==> config.mk <==
export PLATFORM = sky130hd
export DESIGN_NAME = uart_core_param
export DESIGN_NICKNAME = d
export VERILOG_FILES = /design/src/rtl/uart_core_param.sv
export SDC_FILE = /design/constraint.sdc
export NUM_CORES = 1
export LEC_CHECK = 0
export CORE_ASPECT_RATIO = 1.75
export CORE_MARGIN = 2
export CORE_UTILIZATION = 45
export DETAILED_ROUTE_END_ITERATION = 16
export PLACE_DENSITY = 0.72
export SLEW_MARGIN = 20
export SYNTH_ARGS = -nofsm -noshare
export SYNTH_HDL_FRONTEND = slang
export SYNTH_SLANG_ARGS = --single-unit
==> constraint.sdc <==
create_clock -name clk -period 6.5 [get_ports clk]
set_input_delay 1.625 -clock clk [delete_from_list [all_inputs] [get_ports clk]]
set_output_delay 1.625 -clock clk [all_outputs]
set_load 0.005 [all_outputs]
==> src/rtl/uart_core_param.sv <==
// uart_core_param: parametrised full-duplex UART (runtime divisor, parity, 1/2 stop bits) with an FWFT RX FIFO.
// Latency: txd moves on the clock after the tx handshake; a received word shows on rx_valid the clock after its stop sample.
// Backpressure: tx_ready is low for the whole frame; RX words are dropped (rx_overrun) when the FIFO is full and not popped.
// Optional feature macro UART_LOOPBACK_EN: adds a loopback input that routes the TX line into the RX synchroniser.

// Generic FWFT FIFO: head is presented on pop_dat whenever pop_vld is high.
// Latency: a pushed word is visible on pop_vld/pop_dat one clock later.
// Backpressure: push_rdy drops when full, unless a pop happens in the same cycle.
module uart_fifo #(
    parameter int WIDTH = 8,
    parameter int DEPTH = 4
) (
    input  logic             clk,
    input  logic             rst_n,
    input  logic             push_vld,
    output logic             push_rdy,
    input  logic [WIDTH-1:0] push_dat,
    output logic             pop_vld,
    input  logic             pop_rdy,
    output logic [WIDTH-1:0] pop_dat
);
    localparam int AW = (DEPTH > 1) ? $clog2(DEPTH) : 1;
    localparam int CW = $clog2(DEPTH + 1);
    localparam logic [CW-1:0] FULL_CNT = CW'(DEPTH);

    logic [WIDTH-1:0] mem_q [DEPTH];
    logic [WIDTH-1:0] mem_d [DEPTH];
    logic [AW-1:0]    wr_ptr_q, wr_ptr_d, rd_ptr_q, rd_ptr_d;
    logic [CW-1:0]    cnt_q, cnt_d;
    logic             push, pop;

    assign pop_vld  = (cnt_q != '0);
    assign pop_dat  = mem_q[rd_ptr_q];
    assign pop      = pop_rdy && pop_vld;
    assign push_rdy = (cnt_q != FULL_CNT) || pop;
    assign push     = push_vld && push_rdy;

    // Next-state for storage, pointers (wrap naturally, DEPTH is a power of two) and occupancy.
    always_comb begin
        mem_d    = mem_q;
        wr_ptr_d = wr_ptr_q;
        rd_ptr_d = rd_ptr_q;
        cnt_d    = cnt_q;
        if (push) begin
            mem_d[wr_ptr_q] = push_dat;
            wr_ptr_d        = wr_ptr_q + 1'b1;
        end
        if (pop) rd_ptr_d = rd_ptr_q + 1'b1;
        if (push && !pop)      cnt_d = cnt_q + 1'b1;
        else if (pop && !push) cnt_d = cnt_q - 1'b1;
    end

    // FIFO state registers.
    always_ff @(posedge clk) begin
        if (!rst_n) begin
            for (int i = 0; i < DEPTH; i++) mem_q[i] <= '0;
            wr_ptr_q <= '0;
            rd_ptr_q <= '0;
            cnt_q    <= '0;
        end else begin
            mem_q    <= mem_d;
            wr_ptr_q <= wr_ptr_d;
            rd_ptr_q <= rd_ptr_d;
            cnt_q    <= cnt_d;
        end
    end
endmodule

module uart_core_param #(
    parameter int DATA_BITS  = 8,
    parameter int OVERSAMPLE = 16,
    parameter int DIV_W      = 12,
    parameter int STOP_BITS  = 1,
    parameter int FIFO_DEPTH = 4
) (
    input  logic                 clk,
    input  logic                 rst_n,
    input  logic [DIV_W-1:0]     baud_div,
    input  logic [1:0]           parity_mode,
    input  logic [DATA_BITS-1:0] tx_data,
    input  logic                 tx_valid,
    output logic                 tx_ready,
    output logic                 tx_busy,
    output logic                 txd,
    input  logic                 rxd,
`ifdef UART_LOOPBACK_EN
    input  logic                 loopback,
`endif
    output logic [DATA_BITS-1:0] rx_data,
    output logic                 rx_valid,
    input  logic                 rx_ready,
    output logic                 rx_parity_err,
    output logic                 rx_frame_err,
    output logic                 rx_overrun,
    input  logic                 err_clr
);
    localparam int TW = $clog2(OVERSAMPLE);
    localparam int BW = $clog2(DATA_BITS);
    localparam logic [TW-1:0] TICK_LAST = TW'(OVERSAMPLE - 1);
    localparam logic [TW-1:0] HALF_LAST = TW'(OVERSAMPLE / 2 - 1);
    localparam logic [BW-1:0] DATA_LAST = BW'(DATA_BITS - 1);
    localparam logic [BW-1:0] STOP_LAST = BW'(STOP_BITS - 1);

    localparam logic [2:0] ST_IDLE  = 3'd0;
    localparam logic [2:0] ST_START = 3'd1;
    localparam logic [2:0] ST_DATA  = 3'd2;
    localparam logic [2:0] ST_PAR   = 3'd3;
    localparam logic [2:0] ST_STOP  = 3'd4;

    // ---------------- TX ----------------
    logic [2:0]           tx_state_q, tx_state_d;
    logic [DIV_W-1:0]     tx_div_q, tx_div_d, tx_pre_q, tx_pre_d;
    logic [TW-1:0]        tx_cnt_q, tx_cnt_d;
    logic [BW-1:0]        tx_bit_q, tx_bit_d;
    logic [DATA_BITS-1:0] tx_shift_q, tx_shift_d;
    logic                 tx_par_en_q, tx_par_en_d, tx_par_q, tx_par_d;
    logic                 tx_line_q, tx_line_d;
    logic                 tx_tick, tx_bit_end, rx_in;

    assign tx_ready   = (tx_state_q == ST_IDLE);
    assign tx_busy    = !tx_ready;
    assign tx_tick    = !tx_ready && (tx_pre_q == tx_div_q);
    assign tx_bit_end = tx_tick && (tx_cnt_q == TICK_LAST);

`ifdef UART_LOOPBACK_EN
    assign rx_in = loopback ? tx_line_q : rxd;
    assign txd   = loopback ? 1'b1 : tx_line_q;
`else
    assign rx_in = rxd;
    assign txd   = tx_line_q;
`endif

    // TX frame sequencer: format and divisor are captured at the handshake.
    always_comb begin
        tx_state_d  = tx_state_q;
        tx_div_d    = tx_div_q;
        tx_pre_d    = '0;
        tx_cnt_d    = '0;
        tx_bit_d    = tx_bit_q;
        tx_shift_d  = tx_shift_q;
        tx_par_en_d = tx_par_en_q;
        tx_par_d    = tx_par_q;
        tx_line_d   = tx_line_q;
        if (!tx_ready) begin
            tx_pre_d = tx_tick ? '0 : tx_pre_q + 1'b1;
            tx_cnt_d = tx_tick ? (tx_bit_end ? '0 : tx_cnt_q + 1'b1) : tx_cnt_q;
        end
        case (tx_state_q)
            ST_IDLE: if (tx_valid) begin
                tx_state_d  = ST_START;
                tx_div_d    = baud_div;
                tx_shift_d  = tx_data;
                tx_par_en_d = (parity_mode == 2'b01) || (parity_mode == 2'b10);
                tx_par_d    = (^tx_data) ^ (parity_mode == 2'b10);
                tx_bit_d    = '0;
                tx_line_d   = 1'b0;
            end
            ST_START: if (tx_bit_end) begin
                tx_state_d = ST_DATA;
                tx_line_d  = tx_shift_q[0];
                tx_shift_d = tx_shift_q >> 1;
            end
            ST_DATA: if (tx_bit_end) begin
                if (tx_bit_q == DATA_LAST) begin
                    tx_bit_d   = '0;
                    tx_state_d = tx_par_en_q ? ST_PAR : ST_STOP;
                    tx_line_d  = tx_par_en_q ? tx_par_q : 1'b1;
                end else begin
                    tx_bit_d   = tx_bit_q + 1'b1;
                    tx_line_d  = tx_shift_q[0];
                    tx_shift_d = tx_shift_q >> 1;
                end
            end
            ST_PAR: if (tx_bit_end) begin
                tx_state_d = ST_STOP;
                tx_line_d  = 1'b1;
            end
            ST_STOP: if (tx_bit_end) begin
                if (tx_bit_q == STOP_LAST) tx_state_d = ST_IDLE;
                else                       tx_bit_d   = tx_bit_q + 1'b1;
            end
            default: begin
                tx_state_d = ST_IDLE;
                tx_line_d  = 1'b1;
            end
        endcase
    end

    // TX registers; the line idles high, so reset drives it high.
    always_ff @(posedge clk) begin
        if (!rst_n) begin
            tx_state_q  <= ST_IDLE;
            tx_div_q    <= '0;
            tx_pre_q    <= '0;
            tx_cnt_q    <= '0;
            tx_bit_q    <= '0;
            tx_shift_q  <= '0;
            tx_par_en_q <= 1'b0;
            tx_par_q    <= 1'b0;
            tx_line_q   <= 1'b1;
        end else begin
            tx_state_q  <= tx_state_d;
            tx_div_q    <= tx_div_d;
            tx_pre_q    <= tx_pre_d;
            tx_cnt_q    <= tx_cnt_d;
            tx_bit_q    <= tx_bit_d;
            tx_shift_q  <= tx_shift_d;
            tx_par_en_q <= tx_par_en_d;
            tx_par_q    <= tx_par_d;
            tx_line_q   <= tx_line_d;
        end
    end

    // ---------------- RX ----------------
    logic                 rx_meta_q, rx_meta_d, rxs_q, rxs_d, rxs_prev_q, rxs_prev_d;
    logic [2:0]           rx_state_q, rx_state_d;
    logic [DIV_W-1:0]     rx_div_q, rx_div_d, rx_pre_q, rx_pre_d;
    logic [TW-1:0]        rx_cnt_q, rx_cnt_d;
    logic [BW-1:0]        rx_bit_q, rx_bit_d;
    logic [DATA_BITS-1:0] rx_shift_q, rx_shift_d;
    logic                 rx_par_en_q, rx_par_en_d, rx_odd_q, rx_odd_d;
    logic                 rx_acc_q, rx_acc_d, rx_bad_q, rx_bad_d;
    logic                 rx_tick, rx_sample, rx_push, push_rdy;
    logic                 par_set, frame_set, ovr_set;
    logic                 par_err_q, par_err_d, frame_err_q, frame_err_d, ovr_q, ovr_d;

    assign rx_tick   = (rx_state_q != ST_IDLE) && (rx_pre_q == rx_div_q);
    // Start bit is checked half a bit in; every later sample lands a full bit later, i.e. at bit centres.
    assign rx_sample = rx_tick && (rx_cnt_q == ((rx_state_q == ST_START) ? HALF_LAST : TICK_LAST));

    // RX synchroniser, timing and frame decoding.
    always_comb begin
        rx_meta_d   = rx_in;
        rxs_d       = rx_meta_q;
        rxs_prev_d  = rxs_q;
        rx_state_d  = rx_state_q;
        rx_div_d    = rx_div_q;
        rx_pre_d    = '0;
        rx_cnt_d    = '0;
        rx_bit_d    = rx_bit_q;
        rx_shift_d  = rx_shift_q;
        rx_par_en_d = rx_par_en_q;
        rx_odd_d    = rx_odd_q;
        rx_acc_d    = rx_acc_q;
        rx_bad_d    = rx_bad_q;
        rx_push     = 1'b0;
        par_set     = 1'b0;
        frame_set   = 1'b0;
        if (rx_state_q != ST_IDLE) begin
            rx_pre_d = rx_tick ? '0 : rx_pre_q + 1'b1;
            rx_cnt_d = rx_tick ? (rx_sample ? '0 : rx_cnt_q + 1'b1) : rx_cnt_q;
        end
        case (rx_state_q)
            ST_IDLE: if (rxs_prev_q && !rxs_q) begin
                rx_state_d  = ST_START;
                rx_div_d    = baud_div;
                rx_par_en_d = (parity_mode == 2'b01) || (parity_mode == 2'b10);
                rx_odd_d    = (parity_mode == 2'b10);
                rx_acc_d    = 1'b0;
                rx_bad_d    = 1'b0;
                rx_bit_d    = '0;
            end
            ST_START: if (rx_sample) rx_state_d = rxs_q ? ST_IDLE : ST_DATA;
            ST_DATA: if (rx_sample) begin
                rx_shift_d = {rxs_q, rx_shift_q[DATA_BITS-1:1]};
                rx_acc_d   = rx_acc_q ^ rxs_q;
                if (rx_bit_q == DATA_LAST) begin
                    rx_bit_d   = '0;
                    rx_state_d = rx_par_en_q ? ST_PAR : ST_STOP;
                end else begin
                    rx_bit_d = rx_bit_q + 1'b1;
                end
            end
            ST_PAR: if (rx_sample) begin
                rx_bad_d   = rx_acc_q ^ rxs_q ^ rx_odd_q;
                rx_state_d = ST_STOP;
            end
            ST_STOP: if (rx_sample) begin
                rx_state_d = ST_IDLE;
                rx_push    = rxs_q;
                par_set    = rxs_q && rx_bad_q;
                frame_set  = !rxs_q;
            end
            default: rx_state_d = ST_IDLE;
        endcase
    end

    // RX registers.
    always_ff @(posedge clk) begin
        if (!rst_n) begin
            rx_meta_q   <= 1'b0;
            rxs_q       <= 1'b0;
            rxs_prev_q  <= 1'b0;
            rx_state_q  <= ST_IDLE;
            rx_div_q    <= '0;
            rx_pre_q    <= '0;
            rx_cnt_q    <= '0;
            rx_bit_q    <= '0;
            rx_shift_q  <= '0;
            rx_par_en_q <= 1'b0;
            rx_odd_q    <= 1'b0;
            rx_acc_q    <= 1'b0;
            rx_bad_q    <= 1'b0;
        end else begin
            rx_meta_q   <= rx_meta_d;
            rxs_q       <= rxs_d;
            rxs_prev_q  <= rxs_prev_d;
            rx_state_q  <= rx_state_d;
            rx_div_q    <= rx_div_d;
            rx_pre_q    <= rx_pre_d;
            rx_cnt_q    <= rx_cnt_d;
            rx_bit_q    <= rx_bit_d;
            rx_shift_q  <= rx_shift_d;
            rx_par_en_q <= rx_par_en_d;
            rx_odd_q    <= rx_odd_d;
            rx_acc_q    <= rx_acc_d;
            rx_bad_q    <= rx_bad_d;
        end
    end

    uart_fifo #(
        .WIDTH (DATA_BITS),
        .DEPTH (FIFO_DEPTH)
    ) u_rx_fifo (
        .clk      (clk),
        .rst_n    (rst_n),
        .push_vld (rx_push),
        .push_rdy (push_rdy),
        .push_dat (rx_shift_q),
        .pop_vld  (rx_valid),
        .pop_rdy  (rx_ready),
        .pop_dat  (rx_data)
    );

    assign ovr_set = rx_push && !push_rdy;

    // Sticky error flags: a set in the same cycle as err_clr wins.
    always_comb begin
        par_err_d   = par_set   || (par_err_q   && !err_clr);
        frame_err_d = frame_set || (frame_err_q && !err_clr);
        ovr_d       = ovr_set   || (ovr_q       && !err_clr);
    end

    // Error flag registers.
    always_ff @(posedge clk) begin
        if (!rst_n) begin
            par_err_q   <= 1'b0;
            frame_err_q <= 1'b0;
            ovr_q       <= 1'b0;
        end else begin
            par_err_q   <= par_err_d;
            frame_err_q <= frame_err_d;
            ovr_q       <= ovr_d;
        end
    end

    assign rx_parity_err = par_err_q;
    assign rx_frame_err  = frame_err_q;
    assign rx_overrun    = ovr_q;
endmodule

* Word-level counts from Yosys, hierarchy flattened *
Cells that the tools add are included.

storage, ports and cells
  flip-flop bits (word level) = 136
  input bits = 28

operators by class
  $add $sub $neg = 10
  magnitude comparators = 3
  eq/ne operators = 32
  multiplexer cells = 62
  bitwise logic cells = 8
  reductions and logical operators = 51

operators with widths
  kind                                           number
  two-way mux 3 bit                              25
  two-way mux 8 bit                              7
  bitwise mux 32 bit                             1
  != test 2 bit, second input constant           15
  case mux 3 bit (5 select lines)                2
  adder 12 x 1 -> 12 bit, second input constant  2
  == test 12 bit                                 2
  case mux 8 bit (3 select lines)                1
  binary-select mux 8 bit (select 2 bit)         1
  demux 8 bit (select 2 bit)                     1
  logical AND 1 bit                              15
  two-way mux 1 bit                              15
  AND reduction 5 bit                            3
  == test 3 x 2 -> 1 bit, second input constant  4
  == test 3 bit, second input constant           4
  two-way mux 4 bit                              3
  nonzero test 3 bit                             4
  adder 3 x 1 -> 3 bit, second input constant    3
  logical NOT 3 bit                              3
  case mux 3 bit (3 select lines)                1
  adder 4 x 1 -> 4 bit, second input constant    2
  AND reduction 2 bit                            4
  parity 8 bit                                   1
  AND reduction 7 bit                            1
  other kinds (24)                               46

* Depth between registers and ports, before layout *
Gate-level depths: netlist (run 1).

  depth in word-level cells = 11
  mapped depth = 11

* By module *
A second synthesis (run 1) with hierarchy kept.

unflattened totals
  cells, all modules = 697
  area, all modules = 6,269.8 µm²

modules (own cells, without submodules)
  module           times used  cells an instance  area an instance (µm²)
  uart_core_param  1           530                4,494.3
  uart_fifo        1           167                1,775.5

* Least setup slack after synthesis (run 1) *
OpenSTA, ideal clock, no wires.

  path kind = input -> register
  from = in rx_ready
  to = reg u_rx_fifo.cnt_q[2]
  library setup time = 70 ps
  data arrival time = 3,242 ps
  data required time = 6,430 ps
  path slack = 3,187 ps
  cell stages on the path = 9
  path through = nor4b_1 nand2b_1 nor3_4 ha_1 inv_1 fa_1 xor2_1 or3_1 a21oi_1

between the ends
  cells in the longest elaborated chain, start to end = 6
  elaborated cells between the ends (all ways) = 9
  classes of those cells = 1 x mux; 8 x reduce/logical

RTL lines
  element                              line  source
  from (decl)                          91    input logic rx_ready,
  logical AND 1 bit *                  34    assign pop = pop_rdy && pop_vld;
  logical OR 1 bit *                   35    assign push_rdy = (cnt_q != FULL_CNT) || pop;
  logical AND 1 bit *                  36    assign push = push_vld && push_rdy;
  net u_rx_fifo.push                   30    logic push, pop;
  logical NOT 1 bit                    50    else if (pop && !push) cnt_d = cnt_q - 1'b1;
  logical AND 1 bit                    50
  nonzero test 2 bit (no source line)  n/a
  to (signal assigned)                 64    cnt_q <= cnt_d;
  to (decl)                            29    logic [CW-1:0] cnt_q, cnt_d;

Mark *: on every way through the listed nets, which the timed path passes. The rest lies on a longest branch.
A chain may end at the register's enable or synchronous reset.

* Worst setup path after layout (run 1) *
  from = reg u_rx_fifo.rd_ptr_q[0]
  to = out rx_data[7]

between the ends
  cells in the longest elaborated chain, start to end = 4

RTL lines
  element                                               line  source
  from (decl)                                           28    logic [AW-1:0] wr_ptr_q, wr_ptr_d, rd_ptr_q, rd_ptr_d;
  from (signal assigned)                                63    rd_ptr_q <= rd_ptr_d;
  NOT 2 -> 3 bit (not written as such)                  33    assign pop_dat = mem_q[rd_ptr_q];
  binary-select mux 8 bit (select 2 bit)                33
  two-way mux 8 bit (not written as such) (2 in a row)  33
  to (decl)                                             89    output logic [DATA_BITS-1:0] rx_data,

No other way between the ends. The select of a mux whose other input is x is not followed.

==> results of run 1 <==
registers in the layout, summed over array words and instances (netlist names), 2 cells and up:
name / cells
tx_div_q: 12
rx_bit_q: 3
rx_cnt_q: 4
rx_div_q: 12
rx_pre_q: 12
tx_shift_q: 8
rx_state_q: 3
rx_shift_q: 8
tx_bit_q: 3
u_rx_fifo.cnt_q: 3
u_rx_fifo.wr_ptr_q: 2
tx_state_q: 3
tx_pre_q: 12
tx_cnt_q: 4
u_rx_fifo.rd_ptr_q: 2
u_rx_fifo.mem_q: 32
routing by layer:
layer | wire length [um] | vias up | global-route usage [%]
li1 | - | 2555 | -
met1 | 5200 | 2359 | 19.5
met2 | 7420 | 83 | 35.3
met3 | 300 | 22 | 3.87
met4 | 327 | 0 | 8.56
met5 | 0 | - | 0
report_power, final:
group	switching [W]	total (W)	internal, W
Clock	0.000353	0.00117	0.000817
Sequential	0.0000148	0.000866	0.000851
Combinational	0.0000716	0.000126	0.0000544
layout by cell type (no fill, tap or decap), types with 3 or more instances in the layout:
cell | netlist | routed
mux4_2 | 8 | 8
clkdlybuf4s50_1 | 0 | 41
a21oi_1 | 52 | 52
xor2_1 | 34 | 34
clkbuf_16 | 0 | 17
and2_1 | 4 | 4
a211oi_1 | 4 | 4
mux2i_1 | 41 | 41
nand2_4 | 4 | 4
dfxtp_1 | 136 | 136
ha_1 | 15 | 15
or3_1 | 8 | 8
nor3_1 | 4 | 4
nand2_1 | 140 | 140
nand2b_1 | 6 | 6
nand4_1 | 10 | 10
o21ai_0 | 19 | 19
bufinv_16 | 0 | 8
o31ai_1 | 3 | 3
and3_1 | 12 | 12
nor4_1 | 4 | 4
a31oi_1 | 8 | 8
inv_1 | 17 | 17
nand3_1 | 42 | 42
nor2_1 | 53 | 53
xnor2_1 | 27 | 27
worst paths after layout:
kind / endpoint / slack [ns] / depth (start not counted)
max: rx_data[7] / 2.70 / 2
min: rxs_prev_d / 0.44 / 1
max reg2reg: u_rx_fifo.cnt_q[2] / 3.71 / 10
min reg2reg: rxs_prev_d / 0.44 / 1
logic make-up (layout without fill, tap and decap cells):
group                      count (synthesis)  count (layout)  share of synthesized area (%)
buffers and inverters                     53              94                           3.49
xor gates and xnor gates                  62              62                           8.63
DFF                                      136             136                           42.7
and+or+nand+nor                          312             312                           23.7
muxes                                     49              49                           9.25
adders and majority gates                 16              16                           3.25
AOI/OAI and AO/OA                         98              98                           9.06
synth_stat cells, types with 12 or more instances:
| cell | n |
|---|---|
| a21oi_1 | 52 |
| and3_1 | 12 |
| clkbuf_1 | 22 |
| dfxtp_1 | 136 |
| ha_1 | 15 |
| inv_1 | 17 |
| mux2i_1 | 41 |
| nand2_1 | 140 |
| nand3_1 | 42 |
| nor2_1 | 53 |
| o21ai_0 | 19 |
| xnor2_1 | 27 |
| xor2_1 | 34 |
stage by stage:
step	cells	total power, W	cell area [um2]	worst slack (ns)	hold WS [ns]
after floorplan	726	0.000964	6380	3.19	0.412
after global placement	912	0.00101	6880	2.58	0.420
after detailed placement	912	0.00101	6880	2.54	0.430
after CTS	944	0.00218	7600	2.65	0.442
after global routing	944	0.00223	7600	2.58	0.464
final	944	0.00216	7600	2.70	0.440
cell type report:
| class | count | area [um2] | share of cell area, % |
|---|---|---|---|
| Inverter | 18 | 67.6 | 0.888 |
| Multi-Input combinational cell | 537 | 3440 | 45.2 |
| Timing Repair Buffer | 44 | 430 | 5.66 |
| Sequential cell | 136 | 2720 | 35.8 |
| Clock buffer | 20 | 457 | 6.01 |
| Tap cell | 177 | 221 | 2.91 |
| Clock inverter | 12 | 269 | 3.54 |
critical path, delay by kind of cell, from the launching register on:
family	cells	cell delay, ns
flip-flops	1	0.72
multiplexers	1	0.58
buffers and inverters	1	0.45
==> flow_summary.ini, run 1 <==
[run_status]
status = finished, final reports clean

[sta]
fmax_mhz = 263
layout_min_cycle_time_ns = 3.80
relSlewSlack_pct = 31.3
finalClockSkew_ns = 0.0115
tightestPinTransition_ns = 1.03
setup-violations-final = 0
setup_tns_ns = 0
hold_viol_final = 0
min_period_over_period_pct = 58.5
rsz0062_at_grt = false
maxSlewViolCount = 0

[synthesis]
avgSynthCellArea_um2 = 8.79
synth_warnings = 0
synth_edf_count = 0
yosys.area.top_type_share_pct = 42.7
ys_ff_latch = 136
synth_top_cells_by_area = dfxtp_1 43%, nand2_1 8.2%, mux2i_1 6.4%, xor2_1 4.7%, a21oi_1 4.1%
ys_async_sr_fraction_pct = 0
ys_seq_area_share_pct = 42.7
synth_ff_type = dfxtp_1
yosys.area.top_type = dfxtp_1
postSynthCellCount = 726
netlist_area_mm2 = 0.00638
synth.distinct_cells = 60
synth_nets = 770

[critical_path]
r2r-start = rx_state_q[0]
crit_chain = mux4_2 > clkdlybuf4s50_1
critPathCaptureType = output pin
critPathKind = register to output pin
critPathLaunch = u_rx_fifo.rd_ptr_q[0]
path_max_fanout = 10
required_ns = 4.88
slowest_delay_ns = 0.72
critPathArrivalTime_ns = 2.18
cp-start-kind = register
critPathSlowestCell = dfxtp_1

[grt]
grt_pass1_wl_um = 22900
grt_pass1_vias = 5071
antenna_found_initial = 0
grt_usage_pct = 18.8
grt-ovfl-total = 0
grt_max_degree = 63

[routing]
vias_per_cell = 5.32
ant_nets = 0
wl_per_cell_um = 14.0
drc = 0
first_iter_violations = 191
drt_pre_antenna_iters = 6
routed_wl_um = 13200
vias = 5019

[clocking]
clock_sinks = 136
path_clk_slew_ns = 0.06
cts_made_buffers = 17
cts_tree = done
post_cts_buffers = 0
h-tree-depth = 4
cts_buffer_depth = 2
hold_buffers = 0
post_cts_resized = 0
clk_latency_ns = 0.41
cts-root-buf = clkbuf_16

[finish]
fin_nets = 798
n_antenna_cell = 0
final_util_pct = 54.7
n_fill_cell = 1287
drive_gt1_share_pct = 8.34
area_growth_pct = 19.2

[floorplanning]
die_h_um = 162
core_mm2 = 0.0139
fp.dieW_um = 94.0
io_pins = 43
die-area_mm2 = 0.0152
initial_core_util_pct = 45.9
std_cell_rows = 57

[run]
maxCapViolations = 0

[placement]
gp_congestion = 0.795
numPortBuffers = 42
dp_hpwl_um = 9460

[pwr]
vdd_drop_max_mv = 0.218
cellPowerDensity_mw_per_mm2 = 284
leakage_nw = 3.04

[min_path]
hp-start = rx_meta_q
hold_path.class = register to register
Power figures use the tool's default switching activity.
==> run 2: changes to the inputs <==
--- a/config.mk
+++ b/config.mk
@@ -9,7 +9,7 @@
 export CORE_MARGIN = 2
 export CORE_UTILIZATION = 45
 export DETAILED_ROUTE_END_ITERATION = 16
-export PLACE_DENSITY = 0.72
+export PLACE_DENSITY = 0.74
 export SLEW_MARGIN = 20
 export SYNTH_ARGS = -nofsm -noshare
 export SYNTH_HDL_FRONTEND = slang
==> constraint.sdc (replaced) <==
create_clock -name clk -period 3.3 [get_ports clk]
set_input_delay 0.825 -clock clk [delete_from_list [all_inputs] [get_ports clk]]
set_output_delay 0.825 -clock clk [all_outputs]
set_load 0.005 [all_outputs]
==> run 2 against run 1 <==
Compared with the run above:
- highest routed layer unchanged
- flip-flop and latch count unchanged
- non-clock buffer count is 5 higher
- worst hold slack got worse by 0.0026 ns
- cell area is 0.25% lower
- clock power is 78% higher
- critical path type unchanged
- final cell count is 0.53% higher
==> flow_summary.ini, run 2 (same netlist as run 1, synthesis figures left out) <==
[finish]
n_fill_cell = 1266
design_area_mm2 = 0.00759
largest_reg_flops = 32
fin_nets = 803
regMostFlops = u_rx_fifo.mem_q
drive_gt1_share_pct = 8.68
final_cell_mix = 140 x nand2_1, 136 x dfxtp_1, 53 x nor2_1, 52 x a21oi_1, 42 x nand3_1
final_util_pct = 54.5
area_growth_pct = 18.9
final_common_cell = nand2_1
n_antenna_cell = 0

[critical_path]
crit_chain = mux4_2 > clkdlybuf4s50_1
path_buf_inv = 1
cp-start-kind = register
critPathArrivalTime_ns = 2.16
slowest_delay_ns = 0.70
crit_cells = 2
ff2ff_path_depth = 10
critPathSlowestCell = dfxtp_1
critPathCaptureType = output pin
critPathKind = register to output pin
required_ns = 2.47
path_max_fanout = 9
cpLargestDelayFamily = flip-flops

[routing]
vias_per_cell = 5.30
routed_wl_um = 13300
ant_nets = 0
wl_per_cell_um = 14.0
drt_pre_antenna_iters = 7
first_iter_violations = 185
vias = 5025
drc = 0

[floorplanning]
core_mm2 = 0.0139
initial_core_util_pct = 45.9
std_cell_rows = 57
fp.dieW_um = 94.0
io_pins = 43
die_h_um = 162
die-area_mm2 = 0.0152

[clocking]
h-tree-depth = 4
cts_made_buffers = 17
path_clk_slew_ns = 0.05
post_cts_buffers = 0
post_cts_resized = 0
hold_buffers = 0
cts_tree = done
clock_sinks = 136
cts_buffer_depth = 2
clk_latency_ns = 0.41
cts-root-buf = clkbuf_16

[sta]
min_period_over_period_pct = 90.4
finalClockSkew_ns = 0.00956
relSlewSlack_pct = 37.7
setup-violations-final = 0
setup_tns_ns = 0
fmax_mhz = 335
hold_ws_ns = 0.437
layout_min_cycle_time_ns = 2.98
hold_viol_final = 0
rsz0062_at_grt = false
tightestPinTransition_ns = 0.931
maxSlewViolCount = 0

[run]
maxCapViolations = 0

[grt]
grt-ovfl-total = 0
grt_usage_pct = 18.7
grt_max_degree = 38
grt_pass1_vias = 5014
grt_pass1_wl_um = 22800
antenna_found_initial = 0

[pwr]
total_power_w = 0.00404
leakage_nw = 3.04
vdd_drop_max_mv = 0.459
cellPowerDensity_mw_per_mm2 = 533

[placement]
gp_congestion = 0.906
dp_hpwl_um = 9580
numPortBuffers = 42
placed_cell_area_mm2 = 0.00693

[min_path]
hold_depth = 1
hold_path.class = register to register

[run_status]
status = finished, final reports clean
## run 2: changes by cell type in the layout (fill, tap and decap cells not counted), sizes merged
cell	before	now
bufinv	8	5
clkbuf	20	24
buf	3	8
clkinvlp	2	0
clkinv	2	3
## run 2: metrics by stage
stage          cells  setup WS [ns]
2_1_floorplan    726          0.787
3_3_place_gp     917          0.152
3_5_place_dp     917         0.0946
4_1_cts          949          0.269
5_1_grt          949          0.219
6_report         949          0.318
## run 2: worst paths after layout
| kind | startpoint | endpoint | slack [ns] |
|---|---|---|---|
| min reg2reg | rx_meta_q | rxs_prev_d | 0.44 |
| max | u_rx_fifo.rd_ptr_q[0] | rx_data[7] | 0.32 |
| min | rx_meta_q | rxs_prev_d | 0.44 |
| max reg2reg | rx_state_q[0] | u_rx_fifo.cnt_q[2] | 0.49 |
## run 2: per-layer routing
layer  routed length (um)  track usage (%)  share of wire, %  vias to the layer above
li1                     -                -                 -                     2560
met1                 5390             19.9                41                     2360
met2                 7290             35.0                55                       80
met3                  304             3.17               2.3                       25
met4                  309             8.63               2.3                        0
met5                    0                0                 0                        -
## run 2: report_power, final
part	internal, W	switching, W	total (W)
sequential	0.00168	0.0000290	0.00171
clock	0.00142	0.000665	0.00208
combinational	0.000112	0.000142	0.000255
## run 2: final cells by class
| type | instances | area [um2] | area share (%) |
|---|---|---|---|
| flip-flops and latches | 136 | 2720 | 35.9 |
| clock buffers | 24 | 492 | 6.48 |
| repair buffers | 49 | 480 | 6.33 |
| inverters | 18 | 67.6 | 0.891 |
| multi-input cells | 537 | 3440 | 45.3 |
| clock inverters | 8 | 165 | 2.18 |
| well taps | 177 | 221 | 2.92 |
